$ cat src/rtl/alex_spi_tx.sv
// Alex filter-board SPI transmitter: shifts {HPF, LPF, atten, preamp} MSB first, then pulses the load strobe.
// Optional feature macro: ALEX_PERIODIC_REFRESH_EN (periodic resend of an unchanged word).
module alex_spi_tx #(
  parameter int unsigned CLK_DIV        = 4,
  parameter logic [23:0] REFRESH_CYCLES = 24'd12_288_000
) (
  input  logic       clock,
  input  logic       rst_n,
  input  logic [5:0] HPF,
  input  logic [6:0] LPF,
  input  logic [1:0] atten,
  input  logic       preamp,
  output logic       SPI_data,
  output logic       SPI_clock,
  output logic       Rx_load_strobe,
  output logic       busy
);

  localparam logic [1:0] ST_IDLE     = 2'd0;
  localparam logic [1:0] ST_SHIFT_LO = 2'd1;
  localparam logic [1:0] ST_SHIFT_HI = 2'd2;
  localparam logic [1:0] ST_STROBE   = 2'd3;
  localparam logic [7:0] DIV_LAST    = 8'(CLK_DIV - 1);

  logic [15:0] word_s;
  logic [1:0]  state_r, state_s;
  logic [15:0] last_sent_r;
  logic        sent_valid_r;
  logic [15:0] shift_reg_r, shift_s;
  logic [4:0]  bit_cnt_r, bit_cnt_s;
  logic [7:0]  div_cnt_r, div_cnt_s;
  logic        change_s, start_s, load_s, div_done_s;

  assign word_s     = {HPF, LPF, atten, preamp};
  assign change_s   = (word_s != last_sent_r) || !sent_valid_r;
  assign div_done_s = (div_cnt_r == DIV_LAST);

`ifdef ALEX_PERIODIC_REFRESH_EN
  logic [23:0] idle_cnt_r;

  assign start_s = change_s || (idle_cnt_r == (REFRESH_CYCLES - 24'd1));

  // Idle timer: counts quiet IDLE cycles, cleared whenever a transfer is launched or running
  always_ff @(posedge clock or negedge rst_n) begin
    if (!rst_n) begin
      idle_cnt_r <= 24'd0;
    end else if ((state_r == ST_IDLE) && !start_s) begin
      idle_cnt_r <= idle_cnt_r + 24'd1;
    end else begin
      idle_cnt_r <= 24'd0;
    end
  end
`else
  assign start_s = change_s;
`endif

  // Next-state logic: each non-idle state lasts CLK_DIV cycles
  always_comb begin
    state_s   = state_r;
    shift_s   = shift_reg_r;
    bit_cnt_s = bit_cnt_r;
    div_cnt_s = div_cnt_r;
    load_s    = 1'b0;
    case (state_r)
      ST_IDLE: begin
        div_cnt_s = 8'd0;
        if (start_s) begin
          state_s   = ST_SHIFT_LO;
          shift_s   = word_s;
          bit_cnt_s = 5'd0;
          load_s    = 1'b1;
        end else begin
          state_s = ST_IDLE;
        end
      end
      ST_SHIFT_LO: begin
        if (div_done_s) begin
          div_cnt_s = 8'd0;
          state_s   = ST_SHIFT_HI;
        end else begin
          div_cnt_s = div_cnt_r + 8'd1;
        end
      end
      ST_SHIFT_HI: begin
        if (div_done_s) begin
          div_cnt_s = 8'd0;
          shift_s   = {shift_reg_r[14:0], 1'b0};
          bit_cnt_s = bit_cnt_r + 5'd1;
          state_s   = (bit_cnt_r == 5'd15) ? ST_STROBE : ST_SHIFT_LO;
        end else begin
          div_cnt_s = div_cnt_r + 8'd1;
        end
      end
      ST_STROBE: begin
        if (div_done_s) begin
          div_cnt_s = 8'd0;
          state_s   = ST_IDLE;
        end else begin
          div_cnt_s = div_cnt_r + 8'd1;
        end
      end
      default: begin
        state_s   = ST_IDLE;
        div_cnt_s = 8'd0;
      end
    endcase
  end

  // State, shifter and sent-word bookkeeping
  always_ff @(posedge clock or negedge rst_n) begin
    if (!rst_n) begin
      state_r      <= ST_IDLE;
      shift_reg_r  <= 16'd0;
      bit_cnt_r    <= 5'd0;
      div_cnt_r    <= 8'd0;
      last_sent_r  <= 16'd0;
      sent_valid_r <= 1'b0;
    end else begin
      state_r     <= state_s;
      shift_reg_r <= shift_s;
      bit_cnt_r   <= bit_cnt_s;
      div_cnt_r   <= div_cnt_s;
      if (load_s) begin
        last_sent_r  <= word_s;
        sent_valid_r <= 1'b1;
      end
    end
  end

  // Outputs are registered from the next state so they switch together with it
  always_ff @(posedge clock or negedge rst_n) begin
    if (!rst_n) begin
      SPI_data       <= 1'b0;
      SPI_clock      <= 1'b0;
      Rx_load_strobe <= 1'b0;
      busy           <= 1'b0;
    end else begin
      SPI_data       <= ((state_s == ST_SHIFT_LO) || (state_s == ST_SHIFT_HI)) ? shift_s[15] : 1'b0;
      SPI_clock      <= (state_s == ST_SHIFT_HI);
      Rx_load_strobe <= (state_s == ST_STROBE);
      busy           <= (state_s != ST_IDLE);
    end
  end

endmodule

$ cat config.mk
export PLATFORM = sky130hd
export DESIGN_NAME = alex_spi_tx
export DESIGN_NICKNAME = d
export VERILOG_FILES = /design/src/rtl/alex_spi_tx.sv
export SDC_FILE = /design/constraint.sdc
export NUM_CORES = 1
export LEC_CHECK = 0
export CORE_ASPECT_RATIO = 0.9
export CORE_UTILIZATION = 30
export CTS_CLUSTER_DIAMETER = 40
export DETAILED_ROUTE_END_ITERATION = 8
export PLACE_DENSITY_LB_ADDON = 0.08
export SLEW_MARGIN = 20
export SYNTH_ARGS = -nofsm -noshare
export SYNTH_HDL_FRONTEND = slang
export SYNTH_SLANG_ARGS = --single-unit
$ cat constraint.sdc
create_clock -name clock -period 2.83 [get_ports clock]
set_input_delay 0.4245 -clock clock [delete_from_list [all_inputs] [get_ports clock]]
set_output_delay 0.4245 -clock clock [all_outputs]
set_load 0.005 [all_outputs]
Word level (Yosys, flattened, before mapping)
Index checks and enable logic that the tools add are counted.

Muxes and demuxes: 17. Reductions and logical operators: 8. Add/subtract/negate cells: 2. Eq/ne operators: 11.

Operator list (number): $mux W16 (2); $pmux W16 S2 (1); $ne A16 B16 Y1 (1); $pmux W8 S2 (1); $mux W5 (2); $pmux W5 S2 (1); $add A8 B1 Y8 const B (1); $eq A2 B2 Y1 const B (4); $eq A8 B2 Y1 const B (1); $mux W2 (4); $mux W8 (1); $pmux W2 S4 (1); $add A5 B1 Y5 const B (1); $eq A5 B4 Y1 const B (1); $eq A2 B1 Y1 const B (2); $mux W1 (4); $ne A2 B2 Y1 const B (2); $reduce_bool A2 Y1 (2); $reduce_and A3 Y1 (1); $reduce_or A3 Y1 (1); $logic_not A2 Y1 (1); $logic_or A1 B1 Y1 (2); $logic_not A1 Y1 (1).

Output and inout port bits: 4. Bits of input ports: 18. Bits in registers: 52. Word-level logic and storage cells: 49.

Depth between registers and ports, before layout
Depth in word-level cells: 7. Gate-level depth with buffers: 9. Gate-level depth less buffers: 8.

Worst setup path before layout
No wires, ideal clock.

Kind: input to register. Start point: input port HPF[1]. End point: register SPI_data. Stages: 9. Required time: 2711 ps. Path buffers: 1. Setup slack: 624 ps. Setup time: 119 ps. Arrival: 2087 ps. Path through: xor2_1 nor4_1 and4_1 a21oi_4 nor2_4 buf_4 and2_1 ha_1 and2_1.

Cells in the longest elaborated chain, start to end: 7. Elaborated cells on any way between the ends: 10. Classes of those cells: eq/ne: 3; mux: 5; reduce/logical: 2.

Ends and longest elaborated chain: from (decl) (RTL line 9) `input logic [5:0] HPF,`; $ne A16 B16 Y1 (*) (RTL line 35) `assign change_s = (word_s != last_sent_r) || !sent_valid_r;`; $logic_or A1 B1 Y1 (*) (RTL line 35); $mux W1 (RTL line 67) `if (start_s) begin`; $pmux W2 S4 (RTL line 64) `case (state_r)`; $eq A2 B1 Y1 or $eq A2 B2 Y1 (tied branches) (RTL line 138) `SPI_data <= ((state_s == ST_SHIFT_LO) || (state_s == ST_SHIFT_HI)) ? shift_s[15] : 1'b0;`; $logic_or A1 B1 Y1 (RTL line 138); $mux W1 (*) (RTL line 138); to (signal assigned) (RTL line 138); to (decl) (RTL line 13) `output logic SPI_data,`.

Every way passes the cells marked *; elsewhere a longest branch is shown, timed or not. The select of a mux whose other input is x is not followed. A chain may end at the register's enable or synchronous reset.

Worst setup path in the final report
Start point: input port LPF[5]. End point: register SPI_data.

Elaborated cells on any way between the ends: 10. Classes of those cells: eq/ne: 3; mux: 5; reduce/logical: 2.

RTL lines: from (decl) (RTL line 10) `input logic [6:0] LPF,`; $ne A16 B16 Y1 (RTL line 35); $logic_or A1 B1 Y1 (RTL line 35); $mux W16 (RTL line 67); $pmux W16 S2 (RTL line 64); net shift_s[15] (RTL line 29) `logic [15:0] shift_reg_r, shift_s;`; $mux W1 (RTL line 138).

The timed path passes the listed nets, and every way through them passes these cells. The select of a mux whose other input is x is not followed.

==> metrics.md <==
| Metric | Value |
|---|---|
| GRT Total Usage | `0.127` |
| Die width | `98.2 µm` |
| Final Max Tran Viols | `0` |
| Final min period | `about 2.3 ns` |
| DIE AREA | `0.00871 mm²` |
| H-tree depth | `2` |
| Crit path kind | `primary input to flip-flop` |
| Final ANT Viol Nets | `0` |
| Critical R2R Capture | `SPI_data$_DFF_PN0_` |
| CP Max Fanout | `12` |
| Final Skew | `0.00512 ns` |
| Worst hold path class | `primary input to asynchronous set/reset pin` |
| Worst-margin pin slew | `between 0.8 and 0.9 ns` |
| R2R cell count | `7` |
| Final setup fails | `0` |
| WL per Instance | `about 15 µm` |
| CP Capture Type | `flip-flop` |
| CP bufs+invs | `2` |
| GPL Wtd Cong | `0.721` |
| Cells after Synth | `between 200 and 250` |
| Hold_buf cts | `0` |
| Clock latency on the worst-skew pair | `0.29 ns` |
| Avg Inst Size Synth | `12.3 µm²` |
| Fin nets | `between 200 and 300` |
| Starting density of the core | `0.310` |
| Placed insts | `323` |
| Pre-CTS WS | `0.183 ns` |
| Internal reg-to-reg setup slack | `0.70 ns` |
| Largest net degree at the start of global routing | `37` |
| Leak pwr | `1.36 nW` |
| Post-CTS sizing | `0` |
| Post-CTS Setup Bufs | `0` |
| Final hold violation count | `0` |
| Fmax | `428 MHz` |
| Synthesized area | `0.00250 mm²` |
| Top delay family on crit path | `simple AND/OR/NAND/NOR gates` |
| Post-DP HPWL | `3520 µm` |
| Synth-to-Final Area Change | `15.4%` |
| Library cells used by synthesis | `39` |
| Final Cycle Share | `0.827` |
| Iteration-0 DRC Markers | `67` |
| Fraction of layout instances using a drive strength above 1 | `0.177` |
| VDD IR max | `157 µV` |
| Via density | `4.78` |
| Synthesized flop and latch total | `52` |
| Setup TNS Final | `0 ns` |
| Crit path required time | `3.03 ns` |
| Port buffer count | `21` |
| Worst hold margin | `0.229 ns` |
| Reg2reg start | `last_sent_r[8]$_DFFE_PN0P_` |
| CTS Sinks | `52` |
| Clock Tree Root | `clkbuf_8` |
| PD cells | `439 mW/mm²` |
| CTS tree | `yes` |
| Core Footprint | `0.00807 mm²` |
| CP Cell Sequence | `clkdlybuf4s50_1 > xor2_1 > nor4_1 > and4_1 > a21oi_4 > buf_4 > a211o_1 > and2_1` |
| Synth warn | `0` |
| Fillers | `around 820` |
| Die Span Y | `88.6 µm` |
| Detailed-route via count | `1576` |
| Clock transition at path regs | `0.09 ns` |
| Slowest cell on crit path | `clkdlybuf4s50_1` |
| Syn_nets | `roughly 230` |
| CP max stage delay | `0.46 ns` |
| Residual DRC count | `0` |
| Max cap viols | `0` |
| Status | `finished, final reports clean` |
| Number of global-route vias before repair | `approximately 1500` |
| CP arrival | `2.53 ns` |
| IO Count | `22` |
| Site row count | `31` |
| Post-layout worst setup margin | `0.491 ns` |
| Num CTS Buffers | `5` |
| First-pass GRT wire length | `8250 µm` |
| First-pass iteration count of the detailed router | `4` |
| Sequential share of the synthesized area | `0.520` |
| Crit path launch type | `primary input` |
| Non-filler cells, final | `330` |
| N_diodes | `0` |
| Clock buffer depth | `2` |
| GRT overflow | `0` |
| Routed Wire Length | `between 4000 and 5000 µm` |
| RSZ-0062 raised after global routing | `no` |
| Total power | `0.00127 W` |
| Initial antenna violation count | `0` |
| Slew headroom | `0.436` |
==> sequential cells by signal, summed over array words and instances (netlist names) <==
| name | count |
|---|---|
| Rx_load_strobe | 1 |
| SPI_clock | 1 |
| SPI_data | 1 |
| bit_cnt_r | 5 |
| busy | 1 |
| div_cnt_r | 8 |
| last_sent_r | 16 |
| sent_valid_r | 1 |
| shift_reg_r | 16 |
| state_r | 2 |
==> per-stage QoR <==
| step | cell area [µm²] | utilization |
|---|---|---|
| after floorplan | 2500 | - |
| after global placement | 2810 | 0.348 |
| after detailed placement | 2810 | 0.348 |
| after CTS | 2890 | 0.358 |
| after global routing | 2890 | 0.358 |
| final | 2890 | 0.358 |
==> cell usage after synthesis, drive strengths merged <==
cell	count	area [µm²]
a211o	1	8.76
a21o	14	105
a21oi	1	16.3
a22o	15	134
and2	4	26.3
and3	5	32.5
and4	1	8.76
buf	7	67.6
dfrtp	52	1300
ha	6	75.1
inv	3	11.3
mux2	16	180
nand2	12	47.6
nand2b	2	12.5
nand3	9	57.6
nand3b	1	7.51
nand4	2	12.5
nand4b	1	8.76
nor2	13	58.8
nor2b	1	6.26
nor3	1	5.00
nor3b	1	18.8
nor4	5	46.3
o211ai	1	7.51
o21a	1	7.51
o21ai	3	15.0
o22ai	1	6.26
or2	1	6.26
xnor2	5	43.8
xor2	19	166
==> worst register-to-register path: cells and delay by family (launching register included) <==
family | cells | cell delay (ns)
DFF | 1 | 0.39
xor gates and xnor gates | 1 | 0.16
and+or+nand+nor | 3 | 0.89
AOI/OAI and AO/OA | 2 | 0.40
buffers and inverters | 1 | 0.19
==> placed cells by master, fill, tap and decap left out, types with 5 or more instances in the layout <==
cell type	n
dfrtp_1	52
clkdlybuf4s50_1	20
xor2_1	19
mux2_2	16
a21o_1	14
a22o_1	13
nor2_1	11
nand2_1	11
nand3_1	8
ha_1	6
buf_4	6
xnor2_1	5
clkbuf_8	5
==> cell families (layout without fill, tap and decap cells) <==
| logic type | after synthesis | in the layout | synth area share |
|---|---|---|---|
| simple gates | 59 | 59 | 0.142 |
| flops | 52 | 52 | 0.520 |
| compound gates | 37 | 37 | 0.120 |
| xor+xnor | 24 | 24 | 0.0840 |
| mux | 16 | 16 | 0.0720 |
| buf+inv | 10 | 37 | 0.0315 |
| fa+ha+maj | 6 | 6 | 0.0300 |
==> layer usage <==
layer,up-vias,share of wire,track usage
met3,0,0.029,0.0284
li1,771,-,-
met5,-,0,0
met1,786,0.52,0.183
met2,19,0.45,0.193
met4,0,0,0.0366
==> worst max path at each step <==
stage | from | to | slack [ns] | cells past startpoint
after global placement | HPF[1] | SPI_data$_DFF_PN0_ | 0.17 | 8
after floorplan | HPF[1] | SPI_data$_DFF_PN0_ | 0.62 | 9
final | LPF[5] | SPI_data$_DFF_PN0_ | 0.49 | 8
after CTS | LPF[5] | SPI_data$_DFF_PN0_ | 0.50 | 8
after global routing | LPF[5] | SPI_data$_DFF_PN0_ | 0.41 | 9
after detailed placement | LPF[5] | SPI_data$_DFF_PN0_ | 0.18 | 8
==> layout make-up <==
class / count / area (µm²) / area share
Multi-Input combinational cell: 142 / 1120 / 0.389
Timing Repair Buffer: 27 / 250 / 0.0867
Clock inverter: 1 / 5.00 / 0.00173
Clock buffer: 6 / 72.6 / 0.0252
Inverter: 3 / 11.3 / 0.00390
Sequential cell: 52 / 1300 / 0.451
Tap cell: 99 / 124 / 0.0429
==> where the power goes <==
group	internal, W	switching [W]
logic	0.0000476	0.0000457
registers	0.000761	0.0000110
clock network	0.000169	0.000233
total	0.000977	0.000290
Note: power is estimated with default switching activity, not from simulation.
